### src/rtl/rtc_bus_sequencer.sv
// Sequences RTC generator frames (6-register read sweep or single host write) and owns the
// multiplexed address/data bus. Optional BCD validation of captured bytes: RTC_BCD_CHECK_EN.
module rtc_bus_sequencer #(
   parameter logic [7:0] BASE_ADDR      = 8'h21,
   parameter int         TIMEOUT_CYCLES = 200,
   parameter int         TO_W           = 8
) (
   input  logic       clk,
   input  logic       reset,
   input  logic       sweep_req,
   input  logic       wr_req,
   input  logic [7:0] wr_addr,
   input  logic [7:0] wr_data,
   output logic       busy,
   output logic       indicador_maquina,
   output logic       gen_start,
   input  logic       cs_n,
   input  logic       ad_n,
   input  logic       rd_n,
   input  logic       wr_n,
   output logic [7:0] ad_out,
   output logic       ad_oe,
   input  logic [7:0] ad_in,
   output logic [7:0] sec,
   output logic [7:0] min,
   output logic [7:0] hour,
   output logic [7:0] day,
   output logic [7:0] month,
   output logic [7:0] year,
   output logic       sweep_done,
`ifdef RTC_BCD_CHECK_EN
   output logic       bcd_err,
`endif
   output logic       timeout_err
);

   typedef enum logic [2:0] {S_IDLE, S_LAUNCH, S_ADDR, S_DATA, S_FINISH} state_t;

   localparam logic [TO_W-1:0] TO_LIMIT = TO_W'(TIMEOUT_CYCLES);

   state_t          state_q, state_d;
   logic            op_wr_q, op_wr_d;
   logic [7:0]      addr_q, addr_d;
   logic [7:0]      wdata_q, wdata_d;
   logic [2:0]      idx_q, idx_d;
   logic [TO_W-1:0] to_cnt_q, to_cnt_d;
   logic            cs_prev_q, cs_prev_d;
   logic            ad_prev_q, ad_prev_d;
   logic            rd_prev_q, rd_prev_d;
   logic            wr_prev_q, wr_prev_d;
   logic            busy_q, busy_d;
   logic            gen_start_q, gen_start_d;
   logic            ind_q, ind_d;
   logic [7:0]      ad_out_q, ad_out_d;
   logic [7:0]      time_q [6];
   logic [7:0]      time_d [6];
   logic            sweep_done_q, sweep_done_d;
   logic            timeout_err_q, timeout_err_d;
`ifdef RTC_BCD_CHECK_EN
   logic            bcd_err_q, bcd_err_d;
`endif

   logic       ad_rise, rd_rise, wr_rise, timed_out, in_wait;
   logic [7:0] target_addr;

   assign ad_rise     = ~ad_prev_q & ad_n;
   assign rd_rise     = ~rd_prev_q & rd_n;
   assign wr_rise     = ~wr_prev_q & wr_n;
   assign in_wait     = (state_q == S_ADDR) | (state_q == S_DATA) | (state_q == S_FINISH);
   assign timed_out   = in_wait & (to_cnt_q == TO_LIMIT);
   assign target_addr = op_wr_q ? addr_q : (BASE_ADDR + {5'd0, idx_q});

   // Bus is driven only while the generator strobes ask for it; released on timeout and reset.
   assign ad_oe = ~timed_out & ~cs_n &
                  (((state_q == S_ADDR) & ~ad_n) |
                   ((state_q == S_DATA) & op_wr_q & ~wr_n));

   always_comb begin
      state_d       = state_q;
      op_wr_d       = op_wr_q;
      addr_d        = addr_q;
      wdata_d       = wdata_q;
      idx_d         = idx_q;
      to_cnt_d      = to_cnt_q;
      cs_prev_d     = cs_n;
      ad_prev_d     = ad_n;
      rd_prev_d     = rd_n;
      wr_prev_d     = wr_n;
      ad_out_d      = ad_out_q;
      time_d        = time_q;
      sweep_done_d  = 1'b0;
      timeout_err_d = timeout_err_q;
`ifdef RTC_BCD_CHECK_EN
      bcd_err_d     = bcd_err_q;
`endif

      case (state_q)
         S_IDLE: begin
            if (wr_req || sweep_req) begin
               op_wr_d       = wr_req;
               idx_d         = 3'd0;
               timeout_err_d = 1'b0;
`ifdef RTC_BCD_CHECK_EN
               bcd_err_d     = 1'b0;
`endif
               state_d       = S_LAUNCH;
               if (wr_req) begin
                  addr_d  = wr_addr;
                  wdata_d = wr_data;
               end
            end
         end
         S_LAUNCH: begin
            to_cnt_d = '0;
            ad_out_d = target_addr;
            state_d  = S_ADDR;
         end
         S_ADDR: begin
            to_cnt_d = to_cnt_q + TO_W'(1);
            if (timed_out) begin
               timeout_err_d = 1'b1;
               state_d       = S_IDLE;
            end else if (ad_rise) begin
               state_d = S_DATA;
               if (op_wr_q) ad_out_d = wdata_q;
            end
         end
         S_DATA: begin
            to_cnt_d = to_cnt_q + TO_W'(1);
            if (timed_out) begin
               timeout_err_d = 1'b1;
               state_d       = S_IDLE;
            end else if (op_wr_q) begin
               if (wr_rise) state_d = S_FINISH;
            end else if (rd_rise && !cs_n) begin
               state_d = S_FINISH;
               for (int i = 0; i < 6; i++) begin
                  if (idx_q == 3'(i)) begin
`ifdef RTC_BCD_CHECK_EN
                     if (ad_in[7:4] > 4'd9 || ad_in[3:0] > 4'd9) bcd_err_d = 1'b1;
                     else                                        time_d[i] = ad_in;
`else
                     time_d[i] = ad_in;
`endif
                  end
               end
            end
         end
         S_FINISH: begin
            to_cnt_d = to_cnt_q + TO_W'(1);
            if (timed_out) begin
               timeout_err_d = 1'b1;
               state_d       = S_IDLE;
            end else if (cs_n) begin
               if (!op_wr_q && idx_q != 3'd5) begin
                  idx_d   = idx_q + 3'd1;
                  state_d = S_LAUNCH;
               end else begin
                  sweep_done_d = ~op_wr_q;
                  state_d      = S_IDLE;
               end
            end
         end
         default: state_d = S_IDLE;
      endcase

      busy_d      = (state_d != S_IDLE);
      gen_start_d = (state_d == S_LAUNCH);
      ind_d       = (state_d == S_LAUNCH) ? ~op_wr_d : ind_q;
   end

   always_ff @(posedge clk or posedge reset) begin
      if (reset) begin
         state_q       <= S_IDLE;
         op_wr_q       <= 1'b0;
         addr_q        <= '0;
         wdata_q       <= '0;
         idx_q         <= '0;
         to_cnt_q      <= '0;
         cs_prev_q     <= 1'b1;
         ad_prev_q     <= 1'b1;
         rd_prev_q     <= 1'b1;
         wr_prev_q     <= 1'b1;
         busy_q        <= 1'b0;
         gen_start_q   <= 1'b0;
         ind_q         <= 1'b1;
         ad_out_q      <= '0;
         for (int i = 0; i < 6; i++) time_q[i] <= '0;
         sweep_done_q  <= 1'b0;
         timeout_err_q <= 1'b0;
`ifdef RTC_BCD_CHECK_EN
         bcd_err_q     <= 1'b0;
`endif
      end else begin
         state_q       <= state_d;
         op_wr_q       <= op_wr_d;
         addr_q        <= addr_d;
         wdata_q       <= wdata_d;
         idx_q         <= idx_d;
         to_cnt_q      <= to_cnt_d;
         cs_prev_q     <= cs_prev_d;
         ad_prev_q     <= ad_prev_d;
         rd_prev_q     <= rd_prev_d;
         wr_prev_q     <= wr_prev_d;
         busy_q        <= busy_d;
         gen_start_q   <= gen_start_d;
         ind_q         <= ind_d;
         ad_out_q      <= ad_out_d;
         time_q        <= time_d;
         sweep_done_q  <= sweep_done_d;
         timeout_err_q <= timeout_err_d;
`ifdef RTC_BCD_CHECK_EN
         bcd_err_q     <= bcd_err_d;
`endif
      end
   end

   assign busy              = busy_q;
   assign gen_start         = gen_start_q;
   assign indicador_maquina = ind_q;
   assign ad_out            = ad_out_q;
   assign sec               = time_q[0];
   assign min               = time_q[1];
   assign hour              = time_q[2];
   assign day               = time_q[3];
   assign month             = time_q[4];
   assign year              = time_q[5];
   assign sweep_done        = sweep_done_q;
   assign timeout_err       = timeout_err_q;
`ifdef RTC_BCD_CHECK_EN
   assign bcd_err           = bcd_err_q;
`endif

   // cs_n prior sample is tracked for completeness of the edge-detect set; FINISH uses the live level.
   logic unused_ok;
   assign unused_ok = cs_prev_q;

endmodule

### config.mk
export PLATFORM = sky130hd
export DESIGN_NAME = rtc_bus_sequencer
export DESIGN_NICKNAME = d
export VERILOG_FILES = /design/src/rtl/rtc_bus_sequencer.sv
export SDC_FILE = /design/constraint.sdc
export NUM_CORES = 1
export LEC_CHECK = 0
export BUFFER_PORTS_ARGS = -buffer_cell sky130_fd_sc_hd__buf_2
export CAP_MARGIN = 20
export CELL_PAD_IN_SITES_DETAIL_PLACEMENT = 1
export CELL_PAD_IN_SITES_GLOBAL_PLACEMENT = 1
export CORE_ASPECT_RATIO = 0.6
export CORE_MARGIN = 1
export CORE_UTILIZATION = 40
export CTS_BUF_LIST = sky130_fd_sc_hd__clkbuf_4
export DETAILED_ROUTE_END_ITERATION = 12
export PLACE_DENSITY = 0.81
export RECOVER_POWER = 25
export SLEW_MARGIN = 0
export SYNTH_ARGS = -nofsm -noshare
export SYNTH_HDL_FRONTEND = slang
export SYNTH_SLANG_ARGS = --single-unit
### constraint.sdc
create_clock -name clk -period 2.45 [get_ports clk]
set_clock_uncertainty 0.05 [all_clocks]
set_input_delay 0 -clock clk [delete_from_list [all_inputs] [get_ports clk]]
set_output_delay 0 -clock clk [all_outputs]
set_load 0.03 [all_outputs]
==> impl_metrics.yaml <==
status:
  status: "complete, no violations"
critical_path:
  crit_type: "reg2reg"
  critPathCaptureType: "flip-flop"
  cp.required_ps: 2780
  crit_path_start_kind: "flip-flop"
  crit_arrival_ps: 2600
  crit_fanout: 8
clock_tree:
  htreeDepth: 3
  clk_pin_slew_worst_paths_ps: 160
  cts_buffers: 9
  cts_setup_buffers: 0
  clk_path_buf_depth: 2
  cts_resized: 0
  cts_tree: "yes"
  cts_root_buf: "clkbuf_4"
  clock-sinks: 95
  insertion_delay_ps: 460
  ctsHoldBuffers: 31
finish:
  final_nets: 475
  drive_gt1_share_pct: 45.6
  area_growth_pct: 26.7
  fin_cells: 576
  num-fill-cells: 1051
  antenna_cells: 0
routing:
  vias: 2897
  routed_wl_mm: 10.5
  drc: 0
  viasPerCell: 5.03
  ant_nets: 0
  wl_per_cell_um: 18.2
  drt_first_iter_violations: 119
  dr.pass1.iters: 4
yosys:
  syn_area_per_cell_um2: 13.3
  synth_nets: 343
  postSynth.asyncResetShare_pct: 100
  yosys_warnings: 0
  ys_ff_latch: 95
  postSynthCellCount: 304
  synth-main-ff-cell: "dfrtp_1"
  netlist_area_um2: 4050
  synth_top_cell_area_share_pct: 56.2
  synth_cell_types: 48
  synthTopCellsByArea: "dfrtp_1, mux2_2, dfstp_2, ha_1, nand2_1"
  yosys-top-cells-count: "dfrtp_1, mux2_2, nand2_1"
  synth_edf_count: 0
  yosysMostFrequentCell: "dfrtp_1"
  ys_seq_area_share_pct: 58.8
  yosysTopAreaCell: "dfrtp_1"
timing:
  tns_ps: 0
  fin_crit_sh_pct: 92.7
  setup_violations: 0
  hold_viol: 0
  period_needed_ps: 2270
  report.final.slew_viol_count: 0
  maxSlewHeadroom_pct: 15.3
  worst-slew-pin-transition_ps: 1260
  hold_ws_ps: 144
  max_freq_ghz: 0.440
  rsz0062_at_grt: "false"
die:
  dieWidth_um: 132
  fp.dieH_um: 79.9
  num_rows: 28
  start_util_pct: 41.1
  io_pins: 94
  core_um2: 9840
  dieArea_um2: 10500
global_route:
  grt_pass1_wl_mm: 16.6
  first_global_vias: 3084
  grt_start_max_net_pins: 37
  grtUsageMet1_pct: 28.5
  grt_busiest_layer: "met2"
  track_usage_pct: 21.0
  globalRouteMet2Util_pct: 33.0
  antenna_found_initial: 0
  grt_use_met3_pct: 5.97
  overflow: 0
pwr:
  p_leak_uw: 0.00262
  vdd.ir_drop.worst_mv: 0.580
  power_density_nw_per_um2: 969
place:
  dpl.hpwl_mm: 7.41
  dp.cells: 529
  portBuffers: 93
  gp_congestion: 0.798
hold_path:
  hold_path_class: "in2reg"
run:
  drv_cap: 0
## where the power goes
group / switching (uW) / internal, uW
Sequential: 266 / 1970
Combinational: 1150 / 776
Clock: 586 / 229
## metal layers
metal | share of wire (%) | wire length, um | up-vias
met5 | 0 | 0 | -
met4 | 1.2 | 121 | 0
met3 | 4.2 | 440 | 13
met2 | 47 | 4920 | 64
met1 | 48 | 5000 | 1479
li1 | - | - | 1341
## cell families after synthesis
| kind of cell | Yosys count | synth area share (%) |
|---|---|---|
| AND/OR/NAND/NOR | 63 | 8.71 |
| multiplexers | 77 | 21.3 |
| flip-flops | 95 | 58.8 |
| XOR/XNOR | 4 | 0.865 |
| adder cells (fa/ha/maj) | 7 | 2.16 |
| buffers and inverters | 23 | 2.32 |
| AO/OA/AOI/OAI | 35 | 5.84 |
## final cells by class
class / instances / area (um^2) / area share, %
timing repair buffer: 131 / 822 / 16.0
clock inverter: 7 / 67.6 / 1.32
inverter: 13 / 50.0 / 0.975
multi-input combinational: 186 / 1570 / 30.7
tap: 135 / 169 / 3.29
clock buffer: 9 / 67.6 / 1.32
sequential: 95 / 2380 / 46.4
## cells in the final DEF, fill, tap and decap left out, types with 2 or more instances in the layout
cell type      Yosys  routed
nand3_1            4       4
dlygate4sd3_1      0      31
buf_4              1       6
a21oi_1            8       8
clkbuf_4           0       9
o21ai_0           11      11
and2_1             2       2
nand2_2            3       3
dfstp_2            4       4
ha_1               7       7
o31ai_1            2       2
and3_1             3       3
mux2i_1            4       4
or2_2              2       2
inv_1             13      12
nand4_1            2       2
or3_1              2       2
nor3_4             2       2
inv_6              0       2
clkbuf_1           5       3
buf_2              3      90
nand2_1           18      18
nand3b_1           2       2
mux2_2            72      72
clkinv_4           0       3
xor2_1             4       4
nor4b_1            2       2
dfrtp_1           91      91
nor2_1            12      12
a22o_1             2       2
nor3_1             2       2
## metrics by stage
stage                     worst slack [ps]  instance area [um^2]  total power, uW  utilization, %
after floorplan                        420                  4050             3570               -
after global placement                 281                  4710             4040            47.8
after detailed placement               175                  4710             4150            47.8
after CTS                              163                  5150             5000            52.4
after global routing                  33.9                  5130             5280            52.1
final                                  178                  5130             4970            52.1
## worst max-delay path, cell delays in order (launching register included)
cell,delay [ps]
dfrtp_1,400
or4b_1,690
nor2_1,220
and3_1,420
mux2_2,390
## path summary, 6_finish.rpt
check / slack, ps / to / cells past startpoint / start
min: 140 / wr_prev_q / 2 / wr_n
min in group asynchronous: 270 / hour[3] / 3 / reset
max: 180 / month[3] / 4 / op_wr_q
max reg2reg: 180 / month[3] / 4 / op_wr_q
min reg2reg: 450 / indicador_maquina / 2 / indicador_maquina
max in group asynchronous: 640 / year[4] / 4 / reset
No activity file was read; power rests on OpenSTA's default activity.
